<file path="src/rtl/ov5640_cfg_pkg.sv">
`timescale 1ns/1ps
`default_nettype none
// ============================================================================
//  Module      : ov5640_cfg_pkg
//  Description : Shared types and constants for the OV5640 configuration
//                sequencer: FSM state encoding, reserved ROM marker addresses,
//                ROM entry field widths and field slice helpers.
//  Revision    : 1.0 - initial release
// ============================================================================
package ov5640_cfg_pkg;

    // ROM entry layout: {reg_addr[15:0], reg_data[7:0]}
    localparam int CFG_ENTRY_W    = 24;
    localparam int CFG_REG_ADDR_W = 16;
    localparam int CFG_REG_DATA_W = 8;

    // Width of the millisecond down-counter; wide enough for SETTLE_MS and
    // for the 8-bit in-table delay value.
    localparam int CFG_MS_W       = 16;

    // Reserved register addresses used as table control entries
    localparam logic [CFG_REG_ADDR_W-1:0] CFG_END_ADDR   = 16'hFFFF;
    localparam logic [CFG_REG_ADDR_W-1:0] CFG_DELAY_ADDR = 16'hFFFE;

    typedef enum logic [3:0] {
        ST_IDLE     = 4'd0,
        ST_SETTLE   = 4'd1,
        ST_FETCH    = 4'd2,
        ST_DECODE   = 4'd3,
        ST_ISSUE    = 4'd4,
        ST_WAIT_ACK = 4'd5,
        ST_DELAY    = 4'd6,
        ST_DONE     = 4'd7,
        ST_ERROR    = 4'd8
    } cfg_state_e;

    function automatic logic [CFG_REG_ADDR_W-1:0] entry_addr(input logic [CFG_ENTRY_W-1:0] e);
        return e[CFG_ENTRY_W-1:CFG_REG_DATA_W];
    endfunction

    function automatic logic [CFG_REG_DATA_W-1:0] entry_data(input logic [CFG_ENTRY_W-1:0] e);
        return e[CFG_REG_DATA_W-1:0];
    endfunction

endpackage : ov5640_cfg_pkg
`default_nettype wire

</file>
<file path="src/rtl/ms_timer.sv">
`timescale 1ns/1ps
`default_nettype none
// ============================================================================
//  Module      : ms_timer
//  Description : Millisecond down-counter with a CYCLES_PER_MS prescaler.
//                load_i starts a run of ms_i milliseconds; expired_o pulses
//                high for one cycle in the last cycle of the run, so a run of
//                N ms lasts exactly N*CYCLES_PER_MS cycles after the load.
//                Loading 0 leaves the timer idle (no expiry pulse).
//  Ports       : clk_i, rst_i (sync, active high), clear_i (abort run),
//                load_i / ms_i (start run), expired_o (one-cycle pulse)
//  Revision    : 1.0 - initial release
// ============================================================================
module ms_timer
    import ov5640_cfg_pkg::*;
#(
    parameter int CYCLES_PER_MS = 27000
) (
    input  logic                clk_i,
    input  logic                rst_i,
    input  logic                clear_i,
    input  logic                load_i,
    input  logic [CFG_MS_W-1:0] ms_i,
    output logic                expired_o
);

    localparam int               SUB_W    = (CYCLES_PER_MS > 1) ? $clog2(CYCLES_PER_MS) : 1;
    localparam logic [SUB_W-1:0] SUB_LAST = SUB_W'(CYCLES_PER_MS - 1);

    logic                active_q;
    logic [CFG_MS_W-1:0] ms_q;
    logic [SUB_W-1:0]    sub_q;
    logic                w_ms_tick;

    assign w_ms_tick = active_q && (sub_q == SUB_LAST);
    assign expired_o = w_ms_tick && (ms_q == CFG_MS_W'(1));

    always_ff @(posedge clk_i) begin
        if (rst_i || clear_i) begin
            active_q <= 1'b0;
            ms_q     <= '0;
            sub_q    <= '0;
        end else if (load_i) begin
            active_q <= (ms_i != '0);
            ms_q     <= ms_i;
            sub_q    <= '0;
        end else if (active_q) begin
            if (w_ms_tick) begin
                sub_q <= '0;
                ms_q  <= ms_q - CFG_MS_W'(1);
                if (ms_q == CFG_MS_W'(1)) begin
                    active_q <= 1'b0;
                end
            end else begin
                sub_q <= sub_q + SUB_W'(1);
            end
        end
    end

endmodule : ms_timer
`default_nettype wire

</file>
<file path="src/rtl/ov5640_cfg_sequencer.sv">
`timescale 1ns/1ps
`default_nettype none
// ============================================================================
//  Module      : ov5640_cfg_sequencer
//  Description : Walks the OV5640 configuration ROM after power-up and issues
//                one SCCB register write per entry. Entries with address FFFF
//                end the table, FFFE inserts a reg_data millisecond delay.
//                Optional macro CFG_RETRY_EN: re-issue a NACKed write up to
//                MAX_RETRY times before declaring an error.
//  Ports       : clk_27, rst (sync, active high), power_ready (level),
//                restart (pulse, honoured in DONE/ERROR only),
//                rom_addr / rom_data (1-cycle read latency),
//                sccb_valid/ready/addr/data (request), sccb_done/nack (result),
//                cfg_busy, cfg_done, cfg_error (status)
//  Revision    : 1.0 - initial release
// ============================================================================
module ov5640_cfg_sequencer
    import ov5640_cfg_pkg::*;
#(
    parameter int CYCLES_PER_MS = 27000,
    parameter int SETTLE_MS     = 20,
    parameter int ROM_AW        = 8,
    parameter int MAX_RETRY     = 3
) (
    input  logic                   clk_27,
    input  logic                   rst,
    input  logic                   power_ready,
    input  logic                   restart,
    output logic [ROM_AW-1:0]      rom_addr,
    input  logic [CFG_ENTRY_W-1:0] rom_data,
    output logic                   sccb_valid,
    input  logic                   sccb_ready,
    output logic [15:0]            sccb_addr,
    output logic [7:0]             sccb_data,
    input  logic                   sccb_done,
    input  logic                   sccb_nack,
    output logic                   cfg_busy,
    output logic                   cfg_done,
    output logic                   cfg_error
);

    cfg_state_e          state_q, state_d;
    logic [ROM_AW-1:0]   rom_addr_q, rom_addr_d;
    logic                sccb_valid_q, sccb_valid_d;
    logic [15:0]         sccb_addr_q, sccb_addr_d;
    logic [7:0]          sccb_data_q, sccb_data_d;
    logic                cfg_done_q, cfg_done_d;
    logic                cfg_error_q, cfg_error_d;

    logic                w_tmr_load;
    logic                w_tmr_clear;
    logic [CFG_MS_W-1:0] w_tmr_ms;
    logic                w_tmr_expired;
    logic [15:0]         w_entry_addr;
    logic [7:0]          w_entry_data;
    logic                w_last_entry;

`ifdef CFG_RETRY_EN
    localparam int RETRY_W = (MAX_RETRY > 0) ? $clog2(MAX_RETRY + 1) : 1;
    logic [RETRY_W-1:0] retry_q, retry_d;
`else
    logic w_unused_max_retry;
    assign w_unused_max_retry = (MAX_RETRY > 0);
`endif

    assign w_entry_addr = entry_addr(rom_data);
    assign w_entry_data = entry_data(rom_data);
    // Incrementing past the top address would wrap; treat it as an overrun.
    assign w_last_entry = (rom_addr_q == {ROM_AW{1'b1}});

    assign rom_addr   = rom_addr_q;
    assign sccb_valid = sccb_valid_q;
    assign sccb_addr  = sccb_addr_q;
    assign sccb_data  = sccb_data_q;
    assign cfg_done   = cfg_done_q;
    assign cfg_error  = cfg_error_q;
    assign cfg_busy   = !(state_q inside {ST_IDLE, ST_DONE, ST_ERROR});

    ms_timer #(
        .CYCLES_PER_MS (CYCLES_PER_MS)
    ) u_ms_timer (
        .clk_i     (clk_27),
        .rst_i     (rst),
        .clear_i   (w_tmr_clear),
        .load_i    (w_tmr_load),
        .ms_i      (w_tmr_ms),
        .expired_o (w_tmr_expired)
    );

    always_ff @(posedge clk_27) begin
        if (rst) begin
            state_q      <= ST_IDLE;
            rom_addr_q   <= '0;
            sccb_valid_q <= 1'b0;
            sccb_addr_q  <= '0;
            sccb_data_q  <= '0;
            cfg_done_q   <= 1'b0;
            cfg_error_q  <= 1'b0;
        end else begin
            state_q      <= state_d;
            rom_addr_q   <= rom_addr_d;
            sccb_valid_q <= sccb_valid_d;
            sccb_addr_q  <= sccb_addr_d;
            sccb_data_q  <= sccb_data_d;
            cfg_done_q   <= cfg_done_d;
            cfg_error_q  <= cfg_error_d;
        end
    end

`ifdef CFG_RETRY_EN
    always_ff @(posedge clk_27) begin
        if (rst) begin
            retry_q <= '0;
        end else begin
            retry_q <= retry_d;
        end
    end
`endif

    always_comb begin
        state_d      = state_q;
        rom_addr_d   = rom_addr_q;
        sccb_valid_d = sccb_valid_q;
        sccb_addr_d  = sccb_addr_q;
        sccb_data_d  = sccb_data_q;
        cfg_done_d   = cfg_done_q;
        cfg_error_d  = cfg_error_q;
        w_tmr_load   = 1'b0;
        w_tmr_clear  = 1'b0;
        w_tmr_ms     = '0;
`ifdef CFG_RETRY_EN
        retry_d      = retry_q;
`endif

        if ((state_q != ST_IDLE) && !power_ready) begin
            // Camera lost power: drop everything, abandon any SCCB request.
            state_d      = ST_IDLE;
            rom_addr_d   = '0;
            sccb_valid_d = 1'b0;
            sccb_addr_d  = '0;
            sccb_data_d  = '0;
            cfg_done_d   = 1'b0;
            cfg_error_d  = 1'b0;
            w_tmr_clear  = 1'b1;
        end else begin
            case (state_q)
                ST_IDLE: begin
                    if (power_ready) begin
                        rom_addr_d = '0;
                        if (SETTLE_MS == 0) begin
                            state_d = ST_FETCH;
                        end else begin
                            state_d    = ST_SETTLE;
                            w_tmr_load = 1'b1;
                            w_tmr_ms   = CFG_MS_W'(SETTLE_MS);
                        end
                    end
                end
                ST_SETTLE: begin
                    if (w_tmr_expired) begin
                        state_d    = ST_FETCH;
                        rom_addr_d = '0;
                    end
                end
                ST_FETCH: begin
                    state_d = ST_DECODE;
                end
                ST_DECODE: begin
                    if (w_entry_addr == CFG_END_ADDR) begin
                        state_d    = ST_DONE;
                        cfg_done_d = 1'b1;
                    end else if (w_entry_addr == CFG_DELAY_ADDR) begin
                        if (w_last_entry) begin
                            state_d     = ST_ERROR;
                            cfg_error_d = 1'b1;
                        end else if (w_entry_data == 8'h00) begin
                            state_d    = ST_FETCH;
                            rom_addr_d = rom_addr_q + ROM_AW'(1);
                        end else begin
                            // Step the address now so the next entry is
                            // already on rom_data when the delay expires;
                            // DELAY then returns straight to DECODE.
                            state_d    = ST_DELAY;
                            rom_addr_d = rom_addr_q + ROM_AW'(1);
                            w_tmr_load = 1'b1;
                            w_tmr_ms   = {{(CFG_MS_W-8){1'b0}}, w_entry_data};
                        end
                    end else begin
                        state_d      = ST_ISSUE;
                        sccb_valid_d = 1'b1;
                        sccb_addr_d  = w_entry_addr;
                        sccb_data_d  = w_entry_data;
`ifdef CFG_RETRY_EN
                        retry_d      = '0;
`endif
                    end
                end
                ST_ISSUE: begin
                    if (sccb_ready) begin
                        state_d      = ST_WAIT_ACK;
                        sccb_valid_d = 1'b0;
                    end
                end
                ST_WAIT_ACK: begin
                    if (sccb_done) begin
                        if (sccb_nack) begin
`ifdef CFG_RETRY_EN
                            if (retry_q != RETRY_W'(MAX_RETRY)) begin
                                state_d      = ST_ISSUE;
                                sccb_valid_d = 1'b1;
                                retry_d      = retry_q + RETRY_W'(1);
                            end else begin
                                state_d     = ST_ERROR;
                                cfg_error_d = 1'b1;
                            end
`else
                            state_d     = ST_ERROR;
                            cfg_error_d = 1'b1;
`endif
                        end else if (w_last_entry) begin
                            state_d     = ST_ERROR;
                            cfg_error_d = 1'b1;
                        end else begin
                            state_d    = ST_FETCH;
                            rom_addr_d = rom_addr_q + ROM_AW'(1);
                        end
                    end
                end
                ST_DELAY: begin
                    if (w_tmr_expired) begin
                        state_d = ST_DECODE;
                    end
                end
                ST_DONE: begin
                    if (restart) begin
                        state_d    = ST_FETCH;
                        cfg_done_d = 1'b0;
                        rom_addr_d = '0;
                    end
                end
                ST_ERROR: begin
                    sccb_valid_d = 1'b0;
                    if (restart) begin
                        state_d     = ST_FETCH;
                        cfg_error_d = 1'b0;
                        rom_addr_d  = '0;
                    end
                end
                default: begin
                    state_d = ST_IDLE;
                end
            endcase
        end
    end

endmodule : ov5640_cfg_sequencer
`default_nettype wire

</file>
<file path="config.mk">
export PLATFORM = sky130hd
export DESIGN_NAME = ov5640_cfg_sequencer
export DESIGN_NICKNAME = d
export VERILOG_FILES = /design/src/rtl/ov5640_cfg_pkg.sv /design/src/rtl/ms_timer.sv /design/src/rtl/ov5640_cfg_sequencer.sv
export SDC_FILE = /design/constraint.sdc
export NUM_CORES = 1
export LEC_CHECK = 0
export ABC_AREA = 1
export BUFFER_PORTS_ARGS = -buffer_cell sky130_fd_sc_hd__buf_2
export CORE_MARGIN = 5
export CORE_UTILIZATION = 45
export DETAILED_ROUTE_END_ITERATION = 10
export PLACE_DENSITY_LB_ADDON = 0.15
export SYNTH_ARGS = -nofsm -noshare
export SYNTH_HDL_FRONTEND = slang
export SYNTH_SLANG_ARGS = --single-unit
</file>
<file path="constraint.sdc">
create_clock -name clk_27 -period 3.39 [get_ports clk_27]
set_input_delay 0.5085 -clock clk_27 [delete_from_list [all_inputs] [get_ports clk_27]]
set_output_delay 0.5085 -clock clk_27 [all_outputs]
set_load 0.1 [all_outputs]
</file>
==> results.md, run 1 <==
- Outcome: complete, no violations
- Final Hold Viols: 0
- Synth cell types: 37
- Logic pwr share: 0.436
- FF-to-FF path depth: 5
- Post-synthesis register bit count: 71
- Non-Filler Instances: 754
- Register area: 1421 um^2
- Net Count, Synth: 610
- DP Wirelength: 7131 um
- Power share of the clock group: 0.226
- DR pass1 iterations: 5
- Post-DRT Antenna Nets: 0
- Rows: 34
- Drt wl/cell: 12.59 um
- Worst-skew pair later-pin latency: 350 ps
- Clock Path Buffers: 2
- Io pins: 67
- Mean area per synthesized cell: 6.976 um^2
- Final worst-path cycle share: 0.6777
- Post-synth top area share: 0.3543
- Area delta synth->final: 14.29%
- Yosys top cell by area: dfxtp_1
- Initial DRC count: 164
- Starting Density: 0.4600
- EDFF count, synth: 0
- Gr usage total: 0.1801
- Power per cell area: 657.2 nW/um^2
- Vias in the first global route: 3622
- Largest cells by area after synthesis: dfxtp_1, nand2_1, nor2_1
- Post-CTS Setup Repair Bufs: 0
- Hold crit path type: primary input to flop
- Antenna cells: 0
- Mapped cell area: 4011 um^2
- Slew margin rel.: 0.4422
- GP Congestion: 0.8886
- Worst R2R End: sccb_addr[14]
- Worst Path Max Fanout: 27
- Core Box Area: 8721 um^2
- Crit path arrival time: 2540 ps
- Critical path startpoint: state_q[0]
- Setup_tns: 0 ps
- Multi-input logic area: 2275 um^2
- DRC violations left: 0
- Worst r2r src: state_q[0]
- Vias per inst: 5.061
- H-tree depth: 3
- Worst setup EP type: flop
- CTS tree: yes
- Syn. warnings: 0
- CP startpoint kind: flop
- Detailed-route wire length: 9495 um
- Final number of setup-violating endpoints: 0
- Die height: 104.4 um
- Port bufs: 66
- WS Path Type: flop to flop
- Via count: 3816
- Switching share of total power: 0.4700
- Die area: 10900 um^2
- Mapped Cells: 575
- Largest net degree at the start of global routing: 39
- Filler Cell Count: 863
- Crit path time final: 2297 ps
- Internal: 1.597 mW
- R2R setup slack: 1090 ps
- Max-cap violations: 0
- Worst IR drop on VDD: 0.5975 mV
- First-pass GRT wire length: 16590 um
- TritonCTS Buffers: 9
- CTS Root Cell: clkbuf_8
- Max Fclk: 435.3 MHz
- Sequential share of power: 0.337
- TritonCTS Sinks: 71
- Fraction of layout cells with a size suffix above 1: 0.1997
- Layout Nets: 676
- Placed cells: 738
- Final Max Slew Viols: 0
- Sequential area share after synthesis: 0.3543
- Hold Buf Count CTS: 0
- Switching power total: 1.416 mW
- Worst Setup EP: sccb_addr[14]
- Hold path startpoint: rom_data[13]
- Least-Margin Pin Slew: 833.9 ps
- Post-synth top flop: dfxtp_1
- Leakage power: 2.047 nW
- Critical Path RT: 3630 ps
- Layout Skew: 7.640 ps
- Clk pin slew, worst setup/hold paths: 80 ps
- Fraction of registers with async set/reset: 0
- Post-synth top cells: nand2_1, nor2_1, dfxtp_1
- Most common cell in the netlist: nand2_1
- Chip width: 104.4 um
- GRT overflow: 0
- Initial antenna violation count: 0
- # resized after CTS: 0
- RSZ-0062 raised after global routing: false
- Hold WS: 398.5 ps
## logic make-up after synthesis
kind of cell	after synthesis	synth area share
flops	71	0.3543
xor+xnor	25	0.05459
compound gates	65	0.08484
fa+ha+maj	4	0.01248
simple gates	340	0.4152
buf+inv	70	0.07860
## through the flow
step	setup slack (ps)	power [mW]	cell area [um^2]	util
after detailed placement	1016	2.345	4387	0.5030
final	1093	3.013	4584	0.5257
after CTS	1107	3.039	4584	0.5257
after global routing	843.4	3.225	4584	0.5257
after global placement	1078	2.336	4387	0.5030
after floorplan	941.3	2.149	4011	-
## layout by cell type (no fill, tap or decap), types with 2 or more instances in the layout
| master | netlist | layout |
|---|---|---|
| ha_1 | 4 | 4 |
| xnor2_1 | 7 | 7 |
| o21ai_1 | 2 | 2 |
| nand4_1 | 24 | 24 |
| nor4_1 | 2 | 2 |
| a21oi_1 | 27 | 27 |
| nor2_4 | 7 | 7 |
| clkinvlp_4 | 0 | 4 |
| inv_1 | 51 | 51 |
| nand2_2 | 8 | 8 |
| nor2_1 | 111 | 111 |
| nor2_8 | 3 | 3 |
| nor2_2 | 5 | 5 |
| o21ai_0 | 31 | 31 |
| or2_1 | 2 | 2 |
| nand3_2 | 4 | 4 |
| nor3_1 | 13 | 13 |
| nand3_4 | 2 | 2 |
| buf_2 | 6 | 66 |
| nand2_4 | 4 | 4 |
| nand3_1 | 33 | 33 |
| xor2_1 | 18 | 18 |
| inv_2 | 7 | 7 |
| clkbuf_8 | 0 | 9 |
| dfxtp_1 | 71 | 71 |
| nand2_1 | 115 | 115 |
## sequential cells by signal, indices dropped and copies added (netlist names)
| register | flops |
|---|---|
| u_ms_timer.ms_q | 16 |
| sccb_addr | 16 |
| state_q | 4 |
| sccb_valid | 1 |
| u_ms_timer.active_q | 1 |
| rom_addr | 8 |
| cfg_error | 1 |
| u_ms_timer.sub_q | 15 |
| cfg_done | 1 |
| sccb_data | 8 |
## metal layers
layer,vias to the layer above,global-route usage,wire (um)
li1,2001,-,-
met2,68,0.2928,4548
met5,-,0,0
met4,0,0.04348,93
met1,1741,0.2339,4490
met3,6,0.05338,363
## worst min-delay path by stage
stage	to	cells after the start
global route	sccb_addr[12]	3
global placement	u_ms_timer.sub_q[1]	2
finish	sccb_addr[5]	3
CTS	sccb_addr[12]	3
detailed placement	cfg_done	2
floorplan	u_ms_timer.sub_q[1]	2
## power by group through the flow
stage                     Sequential, mW  Combinational, mW  Clock (mW)
after floorplan                     1.21              0.934           0
after global placement              1.03               1.30           0
after detailed placement            1.03               1.31           0
after CTS                           1.01               1.32       0.706
after global routing                1.03               1.45       0.740
final                               1.02               1.31       0.682
## critical path, stage by stage, from the launching register on
cell and delay (ps):
dfxtp_1 600, nand3_4 220, nor3_4 750, inv_2 360, nor2_1 190, nor2_1 60
## final cells by class
cell class,instances,share of cell area
clock buffer,9,0.02702
clock inverter,7,0.01610
inverter,58,0.04749
multi-input combinational,434,0.4962
sequential,71,0.3100
tap,108,0.02948
timing repair buffer,67,0.07369
Note: power is estimated with default switching activity, not from simulation.
==> inputs of run 2 (changes only) <==
==> constraint.sdc (replaced) <==
create_clock -name clk_27 -period 1.9 [get_ports clk_27]
set_input_delay 0.285 -clock clk_27 [delete_from_list [all_inputs] [get_ports clk_27]]
set_output_delay 0.285 -clock clk_27 [all_outputs]
set_load 0.1 [all_outputs]
==> run 2 against run 1 <==
Net effect:
- combinational power rose by 95%
- sequential share of layout area is 1.1 points lower
- sequential cell count is the same
- wire length grew 2.4%
- critical path depth unchanged
- first-iteration DRC count grew 5.5%
- design area increased by 5.1%
- worst setup slack got worse by 970 ps
- critical path type is now flop to output port
- critical endpoint is now cfg_busy
- largest power group unchanged
- highest routed layer unchanged
==> results.md, run 2 (synthesis gave the netlist of run 1 again) <==
- Outcome: complete, no violations
- Final instance area: 4818 um^2
- Detailed-route wire length: 9719 um
- Hold path depth: 3
- Worst Path Max Fanout: 6
- Final Max Slew Viols: 0
- Vias per inst: 5.041
- Clk pin slew, worst setup/hold paths: 80 ps
- CP startpoint kind: flop
- Post-DP Area: 4492 um^2
- Critical Path RT: 1620 ps
- H-tree depth: 3
- Chip width: 104.4 um
- GRT overflow: 0
- Most common cell after layout, fill and taps aside: nand2_1
- Least-Margin Pin Slew: 496.2 ps
- Final number of setup-violating endpoints: 0
- Hold WS: 170.6 ps
- First-pass GRT wire length: 16770 um
- Post-DRT Antenna Nets: 0
- FF-to-FF path depth: 8
- CTS tree: yes
- Register area: 1439 um^2
- Filler Cell Count: 862
- Clock Path Buffers: 2
- DP Wirelength: 7386 um
- Worst setup EP type: output port
- Final Hold Viols: 0
- Fraction of layout cells with a size suffix above 1: 0.2374
- Drt wl/cell: 12.70 um
- Power per cell area: 1216 nW/um^2
- Area delta synth->final: 20.12%
- Worst-skew pair later-pin latency: 350 ps
- Io pins: 67
- Max Fclk: 562.4 MHz
- TritonCTS Buffers: 9
- Vias in the first global route: 3620
- Layout Nets: 687
- Final worst-path cycle share: 0.9359
- Leakage power: 2.166 nW
- Via count: 3856
- Initial antenna violation count: 0
- Gr usage total: 0.1813
- Crit path arrival time: 1490 ps
- Port bufs: 66
- WS Path Type: flop to output port
- Worst IR drop on VDD: 1.123 mV
- Layout Skew: 6.305 ps
- Multi-input logic area: 2317 um^2
- Antenna cells: 0
- Largest net degree at the start of global routing: 29
- Rows: 34
- Core Box Area: 8721 um^2
- TritonCTS Sinks: 71
- Max-cap violations: 0
- Initial DRC count: 173
- GP Congestion: 0.9085
- Die height: 104.4 um
- CTS Root Cell: clkbuf_8
- Crit path time final: 1778 ps
- DR pass1 iterations: 5
- Hold crit path type: primary input to flop
- Commonest cells after routing, fill and taps aside: nand2_1, nor2_1, buf_2, dfxtp_1, inv_1
- Slew margin rel.: 0.6715
- Hold Buf Count CTS: 0
- DRC violations left: 0
- Starting Density: 0.4600
- Die area: 10900 um^2
==> run 2: changes by cell type in the layout (fill, tap and decap cells not counted), moves of 3 or more <==
cell / delta
dfxtp_1: -10
buf_4: +9
dfxtp_2: +8
buf_12: +3
clkinvlp_4: -3
==> run 2: cell type report <==
class / count / area share
clock inverter: 7 / 0.02519
sequential: 71 / 0.2986
multi-input combinational: 434 / 0.4809
inverter: 58 / 0.04596
timing repair buffer: 78 / 0.09556
clock buffer: 9 / 0.02571
tap: 108 / 0.02804
==> run 2: routing by layer <==
layer	wire (um)	track usage	vias up
met1	4498	0.2394	1750
met3	475	0.04469	8
met4	98	0.05273	0
met2	4646	0.2923	86
li1	-	-	2012
met5	0	0	-
==> run 2: where the power goes <==
group / total [mW] / leakage [nW] / switching [mW] / internal, mW
Combinational: 2.56 / 1.46 / 1.82 / 0.734
Clock: 1.48 / 0.123 / 0.604 / 0.876
Sequential: 1.82 / 0.579 / 0.168 / 1.65
==> run 2: what timing repair did <==
item | 4_1_cts | 5_1_grt
setup buffers | 0 | 3
gates resized for setup | 0 | 10
setup endpoints to repair | 0 | 28
==> run 2: critical path, stage by stage, from the launching register on <==
cell and delay [ps]:
dfxtp_1 460, inv_2 80, nand4_1 100, nand2_1 120, nor2_2 180, buf_12 200
==> run 2: per-stage QoR <==
step                      total power, mW  setup TNS (ps)  setup slack (ps)  instances    util
after floorplan                     3.847               0             41.22        575       -
after global placement              4.318               0             68.81        746  0.5151
after detailed placement            4.331               0             49.01        746  0.5151
after CTS                           5.824               0             5.308        762  0.5432
after global routing                6.246          -9.659            -6.313        765  0.5525
final                               5.858               0             121.8        765  0.5525
==> run 2: worst paths after layout <==
| path | endpoint | start | slack [ps] |
|---|---|---|---|
| setup reg to reg | state_q[0] | state_q[2] | 140 |
| hold reg to reg | sccb_valid | sccb_valid | 470 |
| hold / removal | sccb_addr[4] | rom_data[12] | 170 |
| setup / recovery | cfg_busy | state_q[3] | 120 |
==> inputs of run 3 (changes only) <==
==> constraint.sdc (replaced) <==
create_clock -name clk_27 -period 1.9 [get_ports clk_27]
set_input_delay 0.38 -clock clk_27 [delete_from_list [all_inputs] [get_ports clk_27]]
set_output_delay 0.38 -clock clk_27 [all_outputs]
set_load 0.1 [all_outputs]
==> run 3 against run 2 <==
Net effect:
- final cell count decreased by 0.13%
- clock skew is essentially flat
- largest power group unchanged
- power shrank 4.9%
- sequential cell count did not move
- critical endpoint unchanged
- non-clock buffer count stayed put
- critical path depth unchanged
- maximum frequency fell by 1.6%
==> results.md, run 3 (synthesis gave the netlist of run 1 again) <==
- Rows: 34
- Chip width: 104.4 um
- Vias in the first global route: 3738
- Least-Margin Pin Slew: 496.2 ps
- Commonest cells after routing, fill and taps aside: nand2_1, nor2_1, buf_2, dfxtp_1, inv_1
- Worst setup EP type: output port
- CTS tree: yes
- Drt wl/cell: 12.90 um
- Switching power total: 2.596 mW
- Critical Path RT: 1520 ps
- Worst-skew pair later-pin latency: 350 ps
- H-tree depth: 3
- Post-DRT Antenna Nets: 0
- Crit path arrival time: 1430 ps
- TritonCTS Sinks: 71
- Leakage power: 2.119 nW
- Crit path time final: 1807 ps
- Core Box Area: 8721 um^2
- Layout Nets: 687
- Power per cell area: 1175 nW/um^2
- Gr usage total: 0.1846
- Detailed-route wire length: 9857 um
- GP Congestion: 0.8693
- CP startpoint kind: flop
- Final worst-path cycle share: 0.9509
- Hold Buf Count CTS: 0
- Via count: 3804
- WS Path Type: flop to output port
- Final Max Slew Viols: 0
- Fraction of layout cells with a size suffix above 1: 0.2409
- Final number of setup-violating endpoints: 0
- RSZ-0062 raised after global routing: false
- Most common cell after layout, fill and taps aside: nand2_1
- Sequential share of power: 0.327
- Initial antenna violation count: 0
- Max-cap violations: 0
- Dpl ws: 50.98 ps
- Largest net degree at the start of global routing: 24
- GRT overflow: 0
- Antenna cells: 0
- TritonCTS Buffers: 9
- Clock Path Buffers: 2
- DRC violations left: 0
- Setup_tns: 0 ps
- Io pins: 67
- CTS Root Cell: clkbuf_8
- Die height: 104.4 um
- Logic pwr share: 0.453
- Area delta synth->final: 18.22%
- Fin worst setup slack: 93.27 ps
- Initial DRC count: 147
- Outcome: complete, no violations
- Hold crit path type: primary input to flop
- Final Hold Viols: 0
- Die area: 10900 um^2
- DP Wirelength: 7478 um
- Clk pin slew, worst setup/hold paths: 80 ps
- Worst Path Max Fanout: 9
- DR pass1 iterations: 4
- Port bufs: 66
- Layout Skew: 6.474 ps
- Worst IR drop on VDD: 1.238 mV
- Internal: 2.977 mW
- Vias per inst: 4.979
- Starting Density: 0.4600
- Power share of the clock group: 0.220
- First-pass GRT wire length: 17020 um
- Switching share of total power: 0.4658
- Slew margin rel.: 0.6715
- Max Fclk: 553.5 MHz
- Filler Cell Count: 865
[run 3: cell count changes in the layout (fill, tap and decap cells not counted), moves of 2 or more]
| cell | delta |
|---|---|
| buf_12 | -2 |
| dfxtp_2 | +4 |
| dfxtp_1 | -4 |
| clkinvlp_4 | +2 |
| buf_4 | +2 |
| bufinv_16 | -2 |
[run 3: area by class of cell]
type	count	area, um^2	area share
Multi-Input combinational cell	434	2311	0.4873
Sequential cell	71	1444	0.3045
Timing Repair Buffer	78	435.4	0.09182
Inverter	58	221.5	0.04670
Tap cell	108	135.1	0.02850
Clock buffer	9	123.9	0.02612
Clock inverter	6	71.32	0.01504
[run 3: power groups by stage]
stage / logic [mW] / clock network (mW) / registers [mW]
detailed placement: 2.44 / 0 / 1.85
global route: 2.80 / 1.33 / 1.85
finish: 2.53 / 1.23 / 1.82
floorplan: 1.67 / 0 / 2.17
global placement: 2.43 / 0 / 1.84
CTS: 2.45 / 1.26 / 1.81
[run 3: path summary, 6_finish.rpt]
path	from	endpoint	slack [ps]	cells after the start
setup / recovery	state_q[0]	cfg_busy	90	5
hold / removal	rom_data[15]	sccb_addr[7]	260	3
setup reg to reg	rom_addr[0]	u_ms_timer.ms_q[6]	170	9
hold reg to reg	sccb_valid	sccb_valid	470	2
[run 3: routing by layer]
layer | vias up | global-route usage | share of wire
li1 | 2015 | - | -
met1 | 1718 | 0.2363 | 0.46
met2 | 63 | 0.3104 | 0.49
met3 | 8 | 0.03228 | 0.040
met4 | 0 | 0.06568 | 0.0095
met5 | - | 0 | 0
[run 3: what timing repair did]
action                     in CTS  in global routing
setup endpoints to repair       1                 25
pin swaps                       0                  3
buffers inserted                0                  6
gates resized for setup         1                 12
[run 3: stage by stage]
step                  util  hold WS (ps)  total power, mW  cell area [um^2]  instances
global placement    0.5110         466.3            4.269              4457        743
CTS                 0.5336         249.6            5.526              4653        758
global route        0.5438         268.9            5.971              4742        764
finish              0.5438         259.7            5.573              4742        764
detailed placement  0.5110         453.2            4.290              4457        743
floorplan                -         456.6            3.847              4029        575
[run 3: worst max-delay path: stages (launching register included)]
cell and delay, ps:
dfxtp_2 450, nor2_4 80, nand3_2 80, nand2_1 110, nor2_2 160, buf_12 190
